File: src/rtl/uart_word_framer.sv
// uart_word_framer: byte/word bridge between the UART byte engines and
// word-level logic. The RX path synchronises the receiver's ready flag and
// assembles WORD_BYTES bytes into one word, published atomically. An
// inter-byte timeout discards stale partial words. The TX path serialises
// a latched word into bytes using the sender's send/sending handshake.
module uart_word_framer #(
   parameter int WORD_BYTES     = 2,
   parameter bit LSB_FIRST      = 1'b1,
   parameter int TIMEOUT_CYCLES = 50000
) (
   input  logic                    clk,
   input  logic                    rst,
   // receive side
   input  logic [7:0]              rx_data,
   input  logic                    rx_ready,
   output logic [8*WORD_BYTES-1:0] word_out,
   output logic                    word_valid,
   output logic [3:0]              byte_count,
   output logic                    timeout_flag,
   // transmit side
   input  logic [8*WORD_BYTES-1:0] tx_word,
   input  logic                    tx_start,
   output logic                    tx_busy,
   output logic [7:0]              tx_data,
   output logic                    tx_send,
   input  logic                    tx_sending,
   output logic                    tx_done
);

   localparam int         W          = 8 * WORD_BYTES;
   localparam int         TW         = $clog2(TIMEOUT_CYCLES + 1);
   localparam logic [3:0] LAST_SLOT  = 4'(WORD_BYTES - 1);
   localparam logic [TW-1:0] TIMER_LAST = TW'(TIMEOUT_CYCLES - 1);

   // Wire order slot -> byte lane inside the word.
   function automatic int slot_pos(input logic [3:0] slot);
      return LSB_FIRST ? int'(slot) : (WORD_BYTES - 1 - int'(slot));
   endfunction

   // Byte lane that goes out on the wire in the given slot.
   function automatic logic [7:0] pick_byte(input logic [W-1:0] w, input logic [3:0] slot);
      return w[slot_pos(slot)*8 +: 8];
   endfunction

   // ------------------------------------------------------------------
   // RX path
   // ------------------------------------------------------------------
   logic          rx_meta;
   logic          rx_sync;
   logic          rx_prev;
   logic          rx_edge;
   logic [W-1:0]  shadow;
   logic [W-1:0]  word_next;
   logic [TW-1:0] timer;

   // Two-flop synchroniser for rx_ready plus a delayed copy for edge detection.
   always_ff @(posedge clk) begin
      if (rst) begin
         rx_meta <= 1'b0;
         rx_sync <= 1'b0;
         rx_prev <= 1'b0;
      end else begin
         // NOTE: sequential state uses non-blocking assignments so every flop
         // samples the pre-edge value of its source; blocking here would
         // collapse the synchroniser chain into a single stage.
         rx_meta <= rx_ready;
         rx_sync <= rx_meta;
         rx_prev <= rx_sync;
      end
   end

   // A held-high rx_ready produces exactly one edge, hence one byte.
   assign rx_edge = rx_sync & ~rx_prev;

   // Shadow word with the incoming byte dropped into its slot.
   always_comb begin
      // NOTE: full default first so no path leaves word_next unassigned,
      // which would otherwise infer a latch.
      word_next = shadow;
      word_next[slot_pos(byte_count)*8 +: 8] = rx_data;
   end

   // Word assembly, atomic publication and inter-byte timeout.
   always_ff @(posedge clk) begin
      if (rst) begin
         // NOTE: the shadow word is reset along with the control state so a
         // discarded partial word can never leak into a later publication.
         shadow       <= '0;
         word_out     <= '0;
         word_valid   <= 1'b0;
         byte_count   <= 4'd0;
         timeout_flag <= 1'b0;
         timer        <= '0;
      end else begin
         word_valid   <= 1'b0;
         timeout_flag <= 1'b0;
         if (rx_edge) begin
            // A byte always wins over a coinciding timer expiry.
            timer <= '0;
            if (byte_count == LAST_SLOT) begin
               word_out   <= word_next;
               word_valid <= 1'b1;
               byte_count <= 4'd0;
               shadow     <= '0;
            end else begin
               shadow     <= word_next;
               byte_count <= byte_count + 4'd1;
            end
         end else if (byte_count != 4'd0) begin
            if (timer == TIMER_LAST) begin
               byte_count   <= 4'd0;
               shadow       <= '0;
               timer        <= '0;
               timeout_flag <= 1'b1;
            end else begin
               timer <= timer + 1'b1;
            end
         end
      end
   end

   // ------------------------------------------------------------------
   // TX path
   // ------------------------------------------------------------------
   typedef enum logic [1:0] {
      TX_IDLE = 2'd0,
      TX_REQ  = 2'd1,
      TX_WAIT = 2'd2
   } tx_state_t;

   tx_state_t    tx_state;
   logic [W-1:0] tx_latch;
   logic [3:0]   tx_idx;
   logic         send_meta;
   logic         send_sync;

   // Two-flop synchroniser for the sender's busy flag.
   always_ff @(posedge clk) begin
      if (rst) begin
         send_meta <= 1'b0;
         send_sync <= 1'b0;
      end else begin
         send_meta <= tx_sending;
         send_sync <= send_meta;
      end
   end

   // Byte serialiser: request a byte, wait for the sender to take it and finish.
   always_ff @(posedge clk) begin
      if (rst) begin
         tx_state <= TX_IDLE;
         tx_latch <= '0;
         tx_idx   <= 4'd0;
         tx_busy  <= 1'b0;
         tx_data  <= 8'd0;
         tx_send  <= 1'b0;
         tx_done  <= 1'b0;
      end else begin
         tx_done <= 1'b0;
         case (tx_state)
            TX_IDLE: begin
               if (tx_start) begin
                  tx_latch <= tx_word;
                  tx_idx   <= 4'd0;
                  tx_busy  <= 1'b1;
                  tx_data  <= pick_byte(tx_word, 4'd0);
                  tx_send  <= 1'b1;
                  tx_state <= TX_REQ;
               end
            end
            TX_REQ: begin
               if (send_sync) begin
                  tx_send  <= 1'b0;
                  tx_state <= TX_WAIT;
               end
            end
            TX_WAIT: begin
               if (!send_sync) begin
                  if (tx_idx == LAST_SLOT) begin
                     tx_done  <= 1'b1;
                     tx_busy  <= 1'b0;
                     tx_state <= TX_IDLE;
                  end else begin
                     tx_idx   <= tx_idx + 4'd1;
                     tx_data  <= pick_byte(tx_latch, tx_idx + 4'd1);
                     tx_send  <= 1'b1;
                     tx_state <= TX_REQ;
                  end
               end
            end
            default: tx_state <= TX_IDLE;
         endcase
      end
   end

endmodule

File: config.mk
export PLATFORM = sky130hd
export DESIGN_NAME = uart_word_framer
export DESIGN_NICKNAME = d
export VERILOG_FILES = /design/src/rtl/uart_word_framer.sv
export SDC_FILE = /design/constraint.sdc
export NUM_CORES = 1
export LEC_CHECK = 0
export ABC_CLOCK_PERIOD_IN_PS = 4600
export BUFFER_PORTS_ARGS = -buffer_cell sky130_fd_sc_hd__buf_2
export CORE_MARGIN = 8
export CORE_UTILIZATION = 40
export DETAILED_ROUTE_END_ITERATION = 8
export PLACE_DENSITY_LB_ADDON = 0.08
export SETUP_SLACK_MARGIN = 0.5
export SLEW_MARGIN = 20
export SYNTH_ARGS = -nofsm -noshare
export SYNTH_HDL_FRONTEND = slang
export SYNTH_SLANG_ARGS = --single-unit
File: constraint.sdc
create_clock -name clk -period 4.6 [get_ports clk]
set_clock_uncertainty 0.1 [all_clocks]
set_input_delay 0.23 -clock clk [delete_from_list [all_inputs] [get_ports clk]]
set_output_delay 0.23 -clock clk [all_outputs]
set_load 0.05 [all_outputs]
Word level (Yosys, flattened, before mapping)
Index checks and enable logic that the tools add are counted.
- register bits: 92
- input port bits: 29
- output and inout bits: 33
- word-level logic and storage cells: 91
- add/subtract/negate cells: 4
- eq/ne operators: 10
- shift-type cells: 3
- multiplexer cells: 34
- bitwise gates (word level): 5
- reductions and logical operators: 17
- operators by type and width (operator ; count):
    $mux W16 ; 5
    $neg A7 Y33 ; 1
    $shift A8 B33 Y16 const A ; 1
    $shiftx A8 B33 Y16 ; 1
    $mux W4 ; 7
    $mux W8 ; 3
    $add A16 B1 Y16 const B ; 1
    $bwmux W16 ; 1
    $eq A16 B16 Y1 const B ; 1
    $pmux W8 S2 ; 1
    $shiftx A16 B8 Y8 ; 1
    $mux W1 ; 10
    $ne A2 B2 Y1 const B ; 5
    $add A4 B1 Y4 const B ; 2
    $eq A4 B1 Y1 const B ; 2
    $pmux W4 S2 ; 1
    $reduce_and A4 Y1 ; 2
    $mux W2 ; 3
    $pmux W2 S3 ; 1
    $reduce_and A2 Y1 ; 3
    $reduce_bool A2 Y1 ; 3
    $reduce_or A3 Y1 ; 2
    $reduce_and A5 Y1 ; 1
    $not A1 Y1 ; 4
    other kinds (10) ; 11

Logic depth before layout (Yosys ltp)
Gate-level depths: netlist of the first run.
- depth in word-level cells: 5
- gate-level depth with buffers: 9
- mapped depth without buffers: 6

Worst setup path after synthesis of the first run
No wires, ideal clock.
- kind: register to register
- start: register byte_count[2]
- end: register word_out[7]
- setup time: 0.092 ns
- arrival: 2.390 ns
- data required time: 4.408 ns
- slack: 2.018 ns
- stages on the path, launching flop included: 10
- path buffers: 3
- clock period less this slack: 2.582 ns
- path through: dfxtp_1 > buf_2 > nor3_1 > ha_1 > nor4b_1 > and3_1 > clkbuf_2 > buf_2 > nor3_1 > nor4_1
- longest elaborated chain between the ends: 3
- elaborated cells between the ends (all ways): 6
- those cells by class: add/sub: 1; eq/ne: 1; shift: 2; mux: 1; reduce/logical: 1
- ends and longest elaborated chain (element ; line ; text):
    start: declaration ; 18 ; output logic [3:0] byte_count,
    start signal: assignment ; 107 ; byte_count <= byte_count + 4'd1;
    $neg A7 Y33 ; 80 ; word_next[slot_pos(byte_count)*8 +: 8] = rx_data;
    $shiftx A8 B33 Y16 or $shift A8 B33 Y16 (tied branches) ; 80 ;
    $bwmux W16 ; 80 ;
    end signal: assignment ; 101 ; word_out <= word_next;
    end: declaration ; 16 ; output logic [8*WORD_BYTES-1:0] word_out,
Parallel ways exist; a longest one is shown, timed or not.
A chain may end at the register's enable or synchronous reset.

Worst setup path after layout of the first run
- start: register byte_count[0]
- end: register shadow[7]
- longest elaborated chain between the ends: 5
- elaborated cells between the ends (all ways): 10
- those cells by class: add/sub: 1; eq/ne: 1; shift: 2; mux: 3; reduce/logical: 3
- ends and longest elaborated chain (element ; line ; text):
    $neg A7 Y33 ; 80 ;
    $shiftx A8 B33 Y16 or $shift A8 B33 Y16 (tied branches) ; 80 ;
    $bwmux W16 ; 80 ;
    $mux W16 ; 100 ; if (byte_count == LAST_SLOT) begin
    $mux W16 ; 97 ; if (rx_edge) begin
    end signal: assignment ; 106 ; shadow <= word_next;
    end: declaration ; 52 ; logic [W-1:0] shadow;
Parallel ways exist; a longest one is shown, timed or not.

==> impl_metrics.json, run 1 <==
{
  "post_cts_resized": 0,
  "portBuffers": 61,
  "fp.dieW_um": 116.8,
  "cp_slowest_stage_delay_ns": 0.60,
  "worstReg2RegStart": "byte_count[0]",
  "ys_seq_area_frac": 0.4533,
  "place_congestion": 0.7700,
  "dp_hpwl_mm": 6.686,
  "numCtsBuffers": 9,
  "final_core_util": 0.4782,
  "die_y_um": 116.8,
  "ys_seq_elements": 92,
  "worstHoldStart": "tx_word[3]",
  "track_usage": 0.1512,
  "h-tree-depth": 3,
  "setup_ws_ns": 1.715,
  "ant_nets": 0,
  "root_buffer": "clkbuf_8",
  "peakVddDrop_mv": 0.1662,
  "cts_tree": "built",
  "syn_area_um2": 4063,
  "synth_common_cells": "92 x dfxtp_1, 79 x nand2_1, 42 x nand3_1, 36 x nor2_1, 28 x a21oi_1",
  "cts_setup_buffers": 0,
  "async_flop_share": 0,
  "synth-edff-count": 0,
  "grt_antenna_before_repair": 0,
  "path_cells": "inv_1 > ha_1 > nor3b_2 > or3_1 > o21ai_2 > buf_4 > o211ai_1",
  "yosys.area.top_type_share": 0.4533,
  "setup_viol": 0,
  "clock-sinks": 92,
  "dr.pass1.iters": 4,
  "p_leak_nw": 1.682,
  "dpl_cell_area_um2": 4431,
  "cts.path.max_buffers": 2,
  "rsz0062_at_grt": "false",
  "max_cap_violations": 0,
  "antenna-diode-count": 0,
  "insertion_delay_ns": 0.35,
  "rows": 36,
  "p_total_mw": 1.514,
  "via_count": 3582,
  "relSlewSlack": 0.3869,
  "grt_max_degree": 63,
  "path_class": "flip-flop to flip-flop",
  "wl_mm": 10.03,
  "worstPathRequired_ns": 4.74,
  "syn_nets": 529,
  "area.growth.synth_to_final_pct": 15.58,
  "synth.largest_area_cell": "dfxtp_1",
  "grt_pass1_wl_mm": 16.75,
  "min_delay_path_depth": 3,
  "worst_slew_pin_slew_ns": 0.9197,
  "r2r_slack_ns": 1.72,
  "crit_start": "byte_count[0]",
  "routedWlPerCell_um": 14.73,
  "synth_most_common_cell": "dfxtp_1",
  "synth_ff_type": "dfxtp_1",
  "fmax_mhz": 346.6,
  "yosys_warnings": 0,
  "path_clk_slew_ns": 0.10,
  "drv_slew": 0,
  "fin_area_um2": 4696,
  "via_per_inst": 5.260,
  "syn_inst": 493,
  "design.core.area_um2": 9819,
  "avgSynthCellArea_um2": 8.241,
  "hold_path_class": "primary input to flip-flop",
  "worstSetupEndpointType": "flip-flop",
  "dp_worst_setup_slack_ns": 1.726,
  "drtIter0Drc": 197,
  "p_per_area_nw_per_um2": 322.4,
  "ios": 62,
  "critPathSlowestCell": "o21ai_2",
  "die_area_um2": 13640,
  "status": "completed",
  "drive_above_1_share": 0.1788,
  "final-hold-violation-count": 0,
  "nets": 579,
  "worstRegToRegCells": 7,
  "worstPathMaxFanout": 17,
  "setup_tns_ns": 0,
  "yosysUniqueCellTypes": 46,
  "first_global_vias": 3569,
  "grt_overflow_total": 0,
  "finalCriticalPeriod_ns": 2.885,
  "fin_crit_sh": 0.6272,
  "start_kind": "flip-flop",
  "initial_core_util": 0.4137,
  "synth.top_cells.by_area": "dfxtp_1 45%, nand2_1 7.3%, nand3_1 5.2%",
  "post-route-drc-count": 0,
  "arrival_ns": 3.02
}
==> final cells by class <==
class	count	area (µm²)
clock buffers	10	137.6
clock inverters	6	47.55
fillers	1031	5124
inverters	23	86.33
multi-input cells	345	2008
flip-flops and latches	92	1842
well taps	133	166.4
repair buffers	72	407.9
==> per-stage QoR <==
step	cells	hold WS [ns]
after floorplan	493	0.2582
after global placement	657	0.3279
after detailed placement	657	0.3449
after CTS	681	0.01023
after global routing	681	0.01697
final	681	0.03078
==> path summary, 6_finish.rpt <==
kind                                    end
worst max-delay path              shadow[7]
worst min-delay path            tx_latch[3]
worst max register to register    shadow[7]
worst min register to register    send_sync
==> power by group <==
group,leakage (nW),internal (mW),switching (mW)
clock,0.0933,0.216,0.297
combinational,0.842,0.0496,0.117
sequential,0.747,0.819,0.0147
==> placed cells by master (no fill, tap or decap), types with 3 or more instances in the layout <==
master	instances
nor2b_1	7
xnor2_1	11
nor3_1	26
nor4b_1	6
dfxtp_1	92
dlygate4sd3_1	8
o21ai_0	8
a311oi_1	8
nand3_1	42
buf_4	3
inv_1	23
nand2b_1	3
mux2_2	8
a21oi_1	28
nor4_1	10
nor2_1	36
or3b_2	3
nand4_1	3
buf_2	61
clkbuf_8	10
a31oi_1	9
and3_1	3
or4_1	3
o211ai_1	17
nand2_1	79
nand4b_1	3
ha_1	7
==> worst max-delay path: cells and delay by family, from the launching register on <==
family / cells / cell delay [ns]
simple gates: 2 / 0.75
compound gates: 2 / 0.71
flops: 1 / 0.48
buf+inv: 2 / 0.47
fa+ha+maj: 1 / 0.25
==> cells by family (layout without fill, tap and decap cells) <==
group / count (synthesis) / after routing / share of synthesized area
simple gates: 236 / 236 / 0.2904
fa+ha+maj: 7 / 7 / 0.02156
mux: 9 / 9 / 0.02464
buf+inv: 56 / 111 / 0.05451
compound gates: 80 / 80 / 0.1275
flops: 92 / 92 / 0.4533
xor+xnor: 13 / 13 / 0.02803
==> per-layer routing <==
metal	track usage	vias up	wire length, µm
li1	-	1834	-
met1	0.1774	1690	4598
met2	0.2658	50	4888
met3	0.04156	8	450
met4	0.03840	0	92
met5	0	-	0
==> sequential cells by signal, summed over array words and instances (netlist names), 2 cells and up <==
name	count
shadow	16
tx_state	2
tx_data	8
word_out	16
timer	16
tx_idx	4
byte_count	4
tx_latch	16
==> timing repair <==
item	CTS	global route
hold buffers	8	0
setup endpoints to repair	0	0
hold endpoints to repair	8	0
Note: power is estimated with default switching activity, not from simulation.
==> run 2, diff against run 1 <==
- ABC_CLOCK_PERIOD_IN_PS: 4600 -> 2700
- clock period: 4.6 -> 2.7 ns (I/O delays scaled with it)
==> impl_metrics.json, run 2 (synthesized netlist as in run 1, its figures left out) <==
{
  "root_buffer": "clkbuf_8",
  "rsz0062_at_grt": "true",
  "status": "completed",
  "rows": 36,
  "drive_above_1_share": 0.1902,
  "path_clk_slew_ns": 0.08,
  "fin_cells": 706,
  "dr.pass1.iters": 4,
  "fin_area_um2": 5006,
  "place_congestion": 0.7590,
  "dp_hpwl_mm": 6.657,
  "die_y_um": 116.8,
  "drtIter0Drc": 218,
  "final-hold-violation-count": 0,
  "p_per_area_nw_per_um2": 535.9,
  "dp_cells": 663,
  "ios": 62,
  "grt_pass1_wl_mm": 16.80,
  "cts_tree": "built",
  "area.growth.synth_to_final_pct": 23.22,
  "worstPathMaxFanout": 32,
  "grt_max_degree": 45,
  "worst_slew_pin_slew_ns": 0.6405,
  "fin_crit_sh": 0.7740,
  "finalCriticalPeriod_ns": 2.090,
  "drv_slew": 0,
  "arrival_ns": 2.23,
  "dpl_cell_area_um2": 4497,
  "peakVddDrop_mv": 0.3445,
  "max_cap_violations": 0,
  "setup_ws_ns": 0.6102,
  "worstPathRequired_ns": 2.84,
  "worstSetupEndpointType": "flip-flop",
  "p_leak_nw": 1.830,
  "wl_mm": 10.09,
  "ant_nets": 0,
  "post-route-drc-count": 0,
  "fmax_mhz": 478.5,
  "via_per_inst": 5.183,
  "routedWlPerCell_um": 14.29,
  "setup_viol": 0,
  "grt_overflow_total": 0,
  "grt_antenna_before_repair": 0,
  "final_cell_mix": "88 x dfxtp_1, 79 x nand2_1, 61 x buf_2",
  "portBuffers": 61,
  "track_usage": 0.1542,
  "insertion_delay_ns": 0.35,
  "hold_ws_ns": 0.08381,
  "path_class": "flip-flop to flip-flop",
  "clock-sinks": 92,
  "relSlewSlack": 0.5720,
  "fp.dieW_um": 116.8,
  "nets": 605,
  "setup_tns_ns": 0,
  "h-tree-depth": 3,
  "first_global_vias": 3473,
  "via_count": 3659,
  "final_common_cell": "dfxtp_1",
  "die_area_um2": 13640,
  "numCtsBuffers": 9,
  "initial_core_util": 0.4137,
  "antenna-diode-count": 0,
  "cts.path.max_buffers": 2,
  "start_kind": "flip-flop",
  "design.core.area_um2": 9819,
  "dp_worst_setup_slack_ns": 0.2824,
  "hold_path_class": "primary input to flip-flop"
}
run 2: cell types whose count changed in the layout (fill, tap and decap cells not counted), moves of 2 or more:
cell / before / now
dfxtp_4: 0 / 2
dlygate4sd3_1: 8 / 26
dfxtp_1: 92 / 88
dfxtp_2: 0 / 2
clkbuf_1: 0 / 4
buf_4: 3 / 9
inv_6: 2 / 0
clkinv_4: 2 / 0
run 2: worst paths after layout:
path / from / end / slack (ns) / depth (start not counted)
hold reg to reg: send_meta / send_sync / 0.34 / 1
setup reg to reg: byte_count[0] / shadow[13] / 0.61 / 7
setup / recovery: byte_count[0] / shadow[13] / 0.61 / 7
hold / removal: tx_start / tx_busy / 0.08 / 4
run 2: critical path, stage by stage, from the launching register on:
cell and delay [ns]:
dfxtp_4 0.41, inv_1 0.08, ha_1 0.24, nor3b_4 0.19, or3_1 0.44, o21ai_2 0.16
buf_8 0.24, o211ai_1 0.11
run 2: through the flow:
step	power [mW]	utilization
after detailed placement	1.741	0.4580
after CTS	2.723	0.5065
after global routing	2.822	0.5098
after global placement	1.738	0.4580
final	2.683	0.5098
after floorplan	1.650	-
run 2: where the power goes:
part | leakage (nW) | total, mW | internal (mW) | switching (mW)
Sequential | 0.750 | 1.42 | 1.39 | 0.0245
Combinational | 0.984 | 0.328 | 0.121 | 0.207
Clock | 0.0959 | 0.936 | 0.482 | 0.454
Total | 1.83 | 2.68 | 2.00 | 0.686
run 2: final cells by class:
| type | instances | area (µm²) |
|---|---|---|
| multi-input cells | 345 | 2048 |
| clock inverters | 1 | 30.03 |
| repair buffers | 98 | 659.4 |
| clock buffers | 14 | 163.9 |
| inverters | 23 | 86.33 |
| fillers | 983 | 4813 |
| flip-flops and latches | 92 | 1852 |
| well taps | 133 | 166.4 |
run 2: repair_timing:
action,4_1_cts,5_1_grt
hold buffers,26,0
endpoints found under the hold margin,50,0
endpoints found under the setup margin,43,41
buffers inserted,2,0
resized for setup,2,6
pin swaps,0,2
run 2: routing by layer:
| metal | track usage | wire length, µm |
|---|---|---|
| met2 | 0.2520 | 4835 |
| met4 | 0.04352 | 113 |
| met1 | 0.1916 | 4601 |
| met3 | 0.04772 | 537 |
| met5 | 0 | 0 |
